## config.mk

```make
export PLATFORM = sky130hd
export DESIGN_NAME = lsu_wb_stage
export DESIGN_NICKNAME = d
export VERILOG_FILES = /design/src/rtl/lsu_wb_stage_pkg.sv /design/src/rtl/load_align.sv /design/src/rtl/lsu_wb_stage.sv
export SDC_FILE = /design/constraint.sdc
export NUM_CORES = 1
export LEC_CHECK = 0
export BUFFER_PORTS_ARGS = -buffer_cell sky130_fd_sc_hd__buf_2
export CAP_MARGIN = 40
export CORE_ASPECT_RATIO = 2
export CORE_UTILIZATION = 46
export DETAILED_ROUTE_END_ITERATION = 7
export PLACE_DENSITY = 0.83
export SETUP_SLACK_MARGIN = 0.02
export SLEW_MARGIN = 5
export SYNTH_ARGS = -nofsm -noshare
export SYNTH_HDL_FRONTEND = slang
export SYNTH_HIERARCHICAL = 1
export SYNTH_SLANG_ARGS = --single-unit
export TNS_END_PERCENT = 1
```

## constraint.sdc

```tcl
create_clock -name clock -period 2.11 [get_ports clock]
set_input_delay 0.1055 -clock clock [delete_from_list [all_inputs] [get_ports clock]]
set_output_delay 0.1055 -clock clock [all_outputs]
set_load 0.03 [all_outputs]
```

## src/rtl/lsu_wb_stage_pkg.sv

```systemverilog
// Shared types for the writeback stage: FSM states, load-size codes, alignment rule.
// Pure declarations; no latency or flow control of its own.
package lsu_wb_stage_pkg;

    typedef enum logic [1:0] {
        IDLE   = 2'd0,
        REQ    = 2'd1,
        RESP   = 2'd2,
        COMMIT = 2'd3
    } state_t;

    typedef enum logic [1:0] {
        LD_B = 2'd0,
        LD_H = 2'd1,
        LD_W = 2'd2,
        LD_D = 2'd3
    } ld_size_t;

    function automatic logic ld_misaligned(input logic [1:0] size, input logic [2:0] offset);
        logic mis;
        case (size)
            LD_B:    mis = 1'b0;
            LD_H:    mis = offset[0];
            LD_W:    mis = (offset[1:0] != 2'd0);
            default: mis = (offset != 3'd0);
        endcase
        return mis;
    endfunction

endpackage

```

## src/rtl/load_align.sv

```systemverilog
// Extracts a byte/half/word/dword field from a doubleword and sign/zero-extends it.
// Combinational (0 cycles); no flow control.
module load_align
    import lsu_wb_stage_pkg::*;
#(
    parameter int XLEN = 64
) (
    input  logic [XLEN-1:0] mem_rdata,
    input  logic [2:0]      offset,
    input  logic [1:0]      size,
    input  logic            ld_unsigned,
    output logic [XLEN-1:0] data
);

    logic [XLEN-1:0] shifted;

    assign shifted = mem_rdata >> {offset, 3'b000};

    always_comb begin
        data = mem_rdata;
        case (size)
            LD_B:    data = {{(XLEN-8){~ld_unsigned & shifted[7]}},   shifted[7:0]};
            LD_H:    data = {{(XLEN-16){~ld_unsigned & shifted[15]}}, shifted[15:0]};
            LD_W:    data = {{(XLEN-32){~ld_unsigned & shifted[31]}}, shifted[31:0]};
            default: data = mem_rdata;
        endcase
    end

endmodule

```

## src/rtl/lsu_wb_stage.sv

```systemverilog
// Writeback stage: ALU results commit 1 cycle after accept, loads 1 cycle after mem_rvalid.
// One instruction in flight; ex_ready high only in IDLE, request held until mem_req_ready.
module lsu_wb_stage
    import lsu_wb_stage_pkg::*;
#(
    parameter int XLEN   = 64,
    parameter int ADDR_W = 32
) (
    input  logic              clock,
    input  logic              reset_n,
    input  logic              ex_valid,
    output logic              ex_ready,
    input  logic [4:0]        ex_rd,
    input  logic              ex_wen,
    input  logic [XLEN-1:0]   ex_result,
    input  logic              ex_is_load,
    input  logic [1:0]        ex_ld_size,
    input  logic              ex_ld_unsigned,
    output logic              mem_req_valid,
    input  logic              mem_req_ready,
    output logic [ADDR_W-1:0] mem_req_addr,
    input  logic              mem_rvalid,
    input  logic [XLEN-1:0]   mem_rdata,
    output logic [4:0]        rd,
    output logic [XLEN-1:0]   rd_wdata,
    output logic              reg_wen,
    output logic              retire,
    output logic              ld_misalign
);

    state_t            state, state_nxt;
    logic [4:0]        cap_rd;
    logic              cap_wen;
    logic [2:0]        cap_off;
    logic [1:0]        cap_size;
    logic              cap_uns;
    logic [XLEN-1:0]   align_data;
    logic              ex_mis;

    logic              ex_ready_nxt;
    logic              mem_req_valid_nxt;
    logic [ADDR_W-1:0] mem_req_addr_nxt;
    logic [4:0]        rd_nxt;
    logic [XLEN-1:0]   rd_wdata_nxt;
    logic              reg_wen_nxt;
    logic              retire_nxt;
    logic              ld_misalign_nxt;

    load_align #(.XLEN(XLEN)) u_align (
        .mem_rdata   (mem_rdata),
        .offset      (cap_off),
        .size        (cap_size),
        .ld_unsigned (cap_uns),
        .data        (align_data)
    );

    assign ex_mis = ex_is_load & ld_misaligned(ex_ld_size, ex_result[2:0]);

    always_ff @(posedge clock or negedge reset_n) begin
        if (!reset_n) begin
            state <= IDLE;
        end else begin
            state <= state_nxt;
        end
    end

    // Outputs are computed from the upcoming state so every port is a flop.
    always_comb begin
        state_nxt         = state;
        mem_req_valid_nxt = 1'b0;
        mem_req_addr_nxt  = mem_req_addr;
        rd_nxt            = 5'd0;
        rd_wdata_nxt      = '0;
        reg_wen_nxt       = 1'b0;
        retire_nxt        = 1'b0;
        ld_misalign_nxt   = 1'b0;
        case (state)
            IDLE: begin
                if (ex_valid) begin
                    if (ex_is_load && !ex_mis) begin
                        state_nxt         = REQ;
                        mem_req_valid_nxt = 1'b1;
                        mem_req_addr_nxt  = {ex_result[ADDR_W-1:3], 3'b000};
                    end else begin
                        state_nxt       = COMMIT;
                        retire_nxt      = 1'b1;
                        rd_nxt          = ex_rd;
                        rd_wdata_nxt    = ex_mis ? '0 : ex_result;
                        reg_wen_nxt     = ex_wen && (ex_rd != 5'd0) && !ex_mis;
                        ld_misalign_nxt = ex_mis;
                    end
                end
            end
            REQ: begin
                if (mem_req_ready) begin
                    state_nxt = RESP;
                end else begin
                    mem_req_valid_nxt = 1'b1;
                end
            end
            RESP: begin
                if (mem_rvalid) begin
                    state_nxt    = COMMIT;
                    retire_nxt   = 1'b1;
                    rd_nxt       = cap_rd;
                    rd_wdata_nxt = align_data;
                    reg_wen_nxt  = cap_wen && (cap_rd != 5'd0);
                end
            end
            default: begin
                state_nxt = IDLE;
            end
        endcase
        ex_ready_nxt = (state_nxt == IDLE);
    end

    always_ff @(posedge clock or negedge reset_n) begin
        if (!reset_n) begin
            ex_ready      <= 1'b1;
            mem_req_valid <= 1'b0;
            mem_req_addr  <= '0;
            rd            <= 5'd0;
            rd_wdata      <= '0;
            reg_wen       <= 1'b0;
            retire        <= 1'b0;
            ld_misalign   <= 1'b0;
        end else begin
            ex_ready      <= ex_ready_nxt;
            mem_req_valid <= mem_req_valid_nxt;
            mem_req_addr  <= mem_req_addr_nxt;
            rd            <= rd_nxt;
            rd_wdata      <= rd_wdata_nxt;
            reg_wen       <= reg_wen_nxt;
            retire        <= retire_nxt;
            ld_misalign   <= ld_misalign_nxt;
        end
    end

    always_ff @(posedge clock or negedge reset_n) begin
        if (!reset_n) begin
            cap_rd   <= 5'd0;
            cap_wen  <= 1'b0;
            cap_off  <= 3'd0;
            cap_size <= 2'd0;
            cap_uns  <= 1'b0;
        end else if (state == IDLE && ex_valid) begin
            cap_rd   <= ex_rd;
            cap_wen  <= ex_wen;
            cap_off  <= ex_result[2:0];
            cap_size <= ex_ld_size;
            cap_uns  <= ex_ld_unsigned;
        end
    end

endmodule

```

* Word level (Yosys, flattened, before mapping) *
Cells that the tools add are included.

storage, ports and cells
  input port bits = 143
  flip-flop bits (word level) = 117

cells by class
  mux-type cells = 31
  equal/unequal tests = 6
  reductions and logical operators = 15
  shifts and indexed selects = 1
  bitwise logic cells = 5

operator list
  kind                                                  count
  two-way mux 64 bit                                    4
  case mux 64 bit (3 select lines)                      1
  case mux 64 bit (2 select lines)                      1
  right shift 64 x 6 -> 32 bit                          1
  two-way mux 5 bit                                     3
  two-way mux 1 bit                                     12
  case mux 5 bit (2 select lines)                       1
  nonzero test 5 bit                                    2
  zero test 2 bit                                       4
  two-way mux 2 bit                                     4
  equality test 2 x 1 -> 1 bit (second input constant)  3
  equality test 2 bit (second input constant)           3
  case mux 1 bit (2 select lines)                       3
  case mux 2 bit (3 select lines)                       1
  logical AND 1 bit                                     5
  bitwise AND 1 bit                                     4
  case mux 1 bit (3 select lines)                       1
  AND reduction 3 bit                                   1
  nonzero test 3 bit                                    1
  nonzero test 2 bit                                    1
  zero test 1 bit                                       1
  inverter 1 bit                                        1

* Logic depth before layout (Yosys ltp) *
  word-level depth = 9
  gate-level depth with buffers = 9
  gate-level depth less buffers = 5

* Hierarchy *
Netlist, hierarchy kept.

by module, submodules not included
  module        area each (um^2)  cells an instance  instances
  lsu_wb_stage  4516.8            303                1
  load_align    2647.5            372                1

* Least setup slack after synthesis *
No wires, ideal clock.

  path type = reg-to-reg
  start point = register cap_off[0]
  end point = register rd_wdata[42]
  path buffers = 3
  setup time = 121 ps
  arrival time = 1913 ps
  path slack = 76 ps
  cell stages (with the launch flop) = 9
  period minus slack after synthesis = 2034 ps
  path through = dfrtp_1 > buf_6 > mux2_1 > mux4_2 > nand3b_2 > buf_6 > buf_8 > nand4_2 > a22o_1

on the way
  longest elaborated chain between the ends = 5
  elaborated cells between the ends (all ways) = 7
  classes of those cells = shift (1); mux (3); bitwise (3)

RTL lines
  what                                  RTL line                                              RTL
  start, declared                       lsu_wb_stage.sv:34                                    logic [2:0] cap_off;
  start signal, assigned                lsu_wb_stage.sv:149                                   cap_off <= ex_result[2:0];
  right shift 64 x 6 -> 32 bit (*)      load_align.sv:17                                      assign shifted = mem_rdata >> {offset, 3'b000};
  bitwise AND 1 bit (on tied branches)  load_align.sv:24, load_align.sv:22, load_align.sv:23
  case mux 64 bit (3 select lines) (*)  load_align.sv:21                                      case (size)
  via align_data[42]                    lsu_wb_stage.sv:37                                    logic [XLEN-1:0] align_data;
  two-way mux 64 bit (*)                lsu_wb_stage.sv:102                                   if (mem_rvalid) begin
  case mux 64 bit (2 select lines) (*)  lsu_wb_stage.sv:77                                    case (state)
  via rd_wdata_nxt[42]                  lsu_wb_stage.sv:44                                    logic [XLEN-1:0] rd_wdata_nxt;
  end signal, assigned                  lsu_wb_stage.sv:132                                   rd_wdata <= rd_wdata_nxt;
  end, declared                         lsu_wb_stage.sv:25                                    output logic [XLEN-1:0] rd_wdata,

Mark *: on every way through the listed nets, which the timed path passes. The rest lies on a longest branch.
A chain may end at the register's enable or synchronous reset.

* Final worst setup path *
Same ends and word-level chain as after synthesis.

==> summary.txt <==
GRT
  • Initial antenna violation count: 5
  • GR Util All Layers: 35.5%
  • Vias in the first global route: 7505
  • Pin count of the biggest net entering global routing: 73
  • First-pass GRT wire length: 42600 µm
  • GRT overflow: 0

Final layout
  • Layout cells sized above 1: 40.1%
  • Area growth syn-to-layout: 43.9%
  • Post-Route Utilization: 67.4%
  • Filler Cell Count: 1151
  • Layout Nets: 1146
  • FF+latch area: 2930 µm²
  • Multi-input gate area: 3820 µm²

Drt
  • WL final: 28700 µm
  • DRC viols: 0
  • TritonRoute pass-1 iters: 6
  • DRT iter0 DRCs: 854
  • Routed WL per cell: 23.6 µm
  • Post-route ant nets: 0
  • Vias per inst: 6.12
  • Vias: 7461

Floorplan
  • Die Wd: 90.2 µm
  • Initial Utilization: 46.8%
  • Core Area: 15300 µm²
  • IO Count: 249
  • # rows: 64
  • Die height: 178 µm
  • Die area: 16100 µm²

Yosys
  • Mapped Area: 7160 µm²
  • Synth area leader: dfrtp_1
  • Sequential area share after synthesis: 40.9%
  • Mapped Cells: 675
  • Synth async-reset ratio: 100%
  • Synth area leaders: dfrtp_1 41%, mux2i_1 9.6%, a22o_1 7.9%, mux2_4 6.3%, nand2_1 4.5%
  • #FFs+latches synth: 117
  • Top cell type's share of synthesized area: 40.5%
  • Mapped Avg Cell Area: 10.6 µm²
  • Netlist cell types: 52
  • Syn. warnings: 6
  • Main flop type after synthesis: dfrtp_1
  • Number of enable flip-flop cells after synthesis: 0

CTS
  • Root buf cell: clkbuf_16
  • CTS clk-pin slew, worst paths: 0.06 ns
  • CTS H-Tree Depth: 4
  • Clock buffer count from CTS: 17
  • Clk Latency, worst-skew pair: 0.42 ns
  • CTS tree: yes
  • Clk buf depth: 2
  • # clock sinks: 117

STA
  • FMAX: 456 MHz
  • Relative slew slack: 55.8%
  • RSZ-0062 raised after global routing: yes
  • Final Cycle Share: 104%
  • Final Skew: 0.0130 ns
  • Final setup violation count: 28
  • Worst Slack Setup Final: -0.0853 ns
  • Final Hold Viols: 0
  • Fin. max-slew vios: 0
  • Tmin final: 2.20 ns
  • Slew @ Worst Pin: 0.660 ns

Flow run
  • Max_cap viols: 0

Pwr
  • NetSw: 7.45 mW
  • Cell internal pwr: 9.02 mW
  • Pleak: 5.23 nW
  • PwrDens: 1600 nW/µm²
  • Max IR drop VDD: 771 µV
  • Reg power frac: 22.4%
  • Part of the power in combinational logic: 60.0%
  • Switching part of the total power: 45.2%
  • Clk network pwr share: 17.5%
  • Total power: 16.5 mW

Outcome
  • Failing checks: setup timing
  • Status: complete, but fails checks

Min path
  • Min-Delay Startpoint: ex_is_load
  • Hold crit path type: in2reg

Setup path
  • Setup Crit Path Kind: reg2reg
  • Critical path peak fanout: 7
  • Crit. Startpoint: cap_off[0]
  • Req. time, crit path: 2.40 ns
  • Worst r2r src: cap_off[0]
  • Critical Path AT: 2.49 ns
  • CP Capture Type: flip-flop
  • Worst setup SP type: flip-flop

Placement
  • DPL Wire Length: 19600 µm
  • GPL Wtd Cong: 0.965
  • I/O Buffers: 245
## flip-flops by register name, summed over array words and instances, names as in the netlist, 2 cells and up
signal	flops
cap_off	3
rd_wdata	64
rd	5
cap_rd	5
mem_req_addr	29
cap_size	2
state	2
## layout make-up
| class | instances | area share, % |
|---|---|---|
| multi-input combinational | 482 | 37.0 |
| sequential | 117 | 28.5 |
| timing repair buffer | 380 | 26.1 |
| clock buffer | 18 | 4.26 |
| tap | 198 | 2.40 |
| clock inverter | 14 | 1.48 |
| inverter | 5 | 0.182 |
| antenna | 5 | 0.121 |
## synth_stat cells, types with 5 or more instances
cell type  count
mux4_2         8
a221oi_1       7
a22o_1        65
o211ai_1      20
nand4_1       28
nor2_1        13
mux2_4        30
nand2_1       86
dfrtp_1      116
buf_2         24
a21oi_1        9
buf_4          6
nor3_1         5
buf_6         14
o21ai_0       39
clkbuf_1      26
o22ai_1       12
mux2i_1       69
nand3_1        5
nand2b_1      12
nor2b_1        8
mux2_2         8
## critical path, cell delays in order (launching register included)
cell and delay (ns):
dfrtp_2 0.46, mux2_1 0.33, mux4_2 0.51, nand3b_4 0.18, buf_12 0.16, buf_12 0.11, nand4_2 0.10, a22o_1 0.22
## power groups by stage
stage               sequential, mW  combinational (mW)  clock (mW)
floorplan                     5.08                4.82           0
global placement              3.66                9.03           0
CTS                           3.66                9.54        2.89
global route                  3.78                10.3        3.02
detailed placement            3.69                9.17           0
finish                        3.69                9.89        2.89
## final timing paths
| path | to | slack, ns | cells past startpoint |
|---|---|---|---|
| setup / recovery | rd_wdata[42] | -0.09 | 7 |
| hold / removal | ld_misalign | 0.05 | 2 |
| setup reg to reg | rd_wdata[42] | -0.09 | 7 |
| hold reg to reg | mem_req_addr[23] | 0.50 | 1 |
| max in group asynchronous | rd_wdata[15] | 1.17 | 3 |
| min in group asynchronous | mem_req_valid | 0.24 | 2 |
## cell usage in the layout, fill, tap and decap left out, types with 3 or more instances in the layout
cell | Yosys | final
o211ai_1 | 20 | 20
a21oi_1 | 9 | 9
o21ai_0 | 39 | 37
a21o_1 | 4 | 4
mux4_2 | 8 | 8
o221ai_1 | 4 | 4
nand4_2 | 4 | 4
clkinv_4 | 0 | 3
inv_1 | 4 | 4
dfrtp_1 | 116 | 114
diode_2 | 0 | 5
nor3_1 | 5 | 5
dlygate4sd3_1 | 0 | 74
clkbuf_16 | 0 | 18
a31oi_1 | 4 | 4
nand2b_1 | 12 | 12
mux2i_1 | 69 | 69
buf_2 | 24 | 244
a32o_1 | 4 | 4
clkinvlp_4 | 0 | 4
buf_12 | 0 | 17
a22o_1 | 65 | 65
a22oi_1 | 4 | 4
inv_6 | 0 | 3
a221oi_1 | 7 | 7
mux2_4 | 30 | 32
o22ai_1 | 12 | 12
buf_4 | 6 | 41
o221ai_2 | 4 | 4
mux2_2 | 8 | 8
conb_1 | 1 | 3
nand4_1 | 28 | 28
a211o_1 | 4 | 4
nand3_1 | 5 | 3
nor2_1 | 13 | 13
nand2_1 | 86 | 86
nor2b_1 | 8 | 8
a311oi_1 | 4 | 3
## repair_timing
| item | in CTS | in global routing |
|---|---|---|
| hold buffers | 74 | 0 |
| setup buffers | 3 | 1 |
| endpoints found under the setup margin | 53 | 54 |
| endpoints found under the hold margin | 150 | 0 |
| pin swaps | 5 | 51 |
| gates cloned | 1 | 1 |
| gates resized for setup | 6 | 6 |
## stage by stage
step	hold WS, ns	cell area (µm²)	TNS [ns]	instances	setup WS, ns
after floorplan	-0.190	7170	0	677	0.0757
after detailed placement	0.156	8830	-2.00	1102	-0.124
final	0.0511	10300	-0.489	1219	-0.0853
after global routing	0.0618	10300	-2.36	1219	-0.111
after CTS	0.0337	10200	-0.412	1212	-0.0375
after global placement	0.153	8830	-1.33	1102	-0.116
## per-layer routing
metal / vias up / part of all wire [%] / global-route usage, %
met5: - / 0 / 0
met4: 0 / 7.2 / 24.4
met3: 146 / 6.5 / 6.14
met2: 498 / 53 / 63.5
met1: 3617 / 34 / 37.7
li1: 3200 / - / -
## logic make-up (layout without fill, tap and decap cells)
kind of cell	count (synthesis)	count (layout)	synth area share (%)
DFF	117	117	40.9
AOI/OAI and AO/OA	188	188	20.1
muxes	118	118	20.2
buffers and inverters	78	417	6.44
other	1	8	0.0523
and+or+nand+nor	173	173	12.4
(Power assumes the default switching activity.)
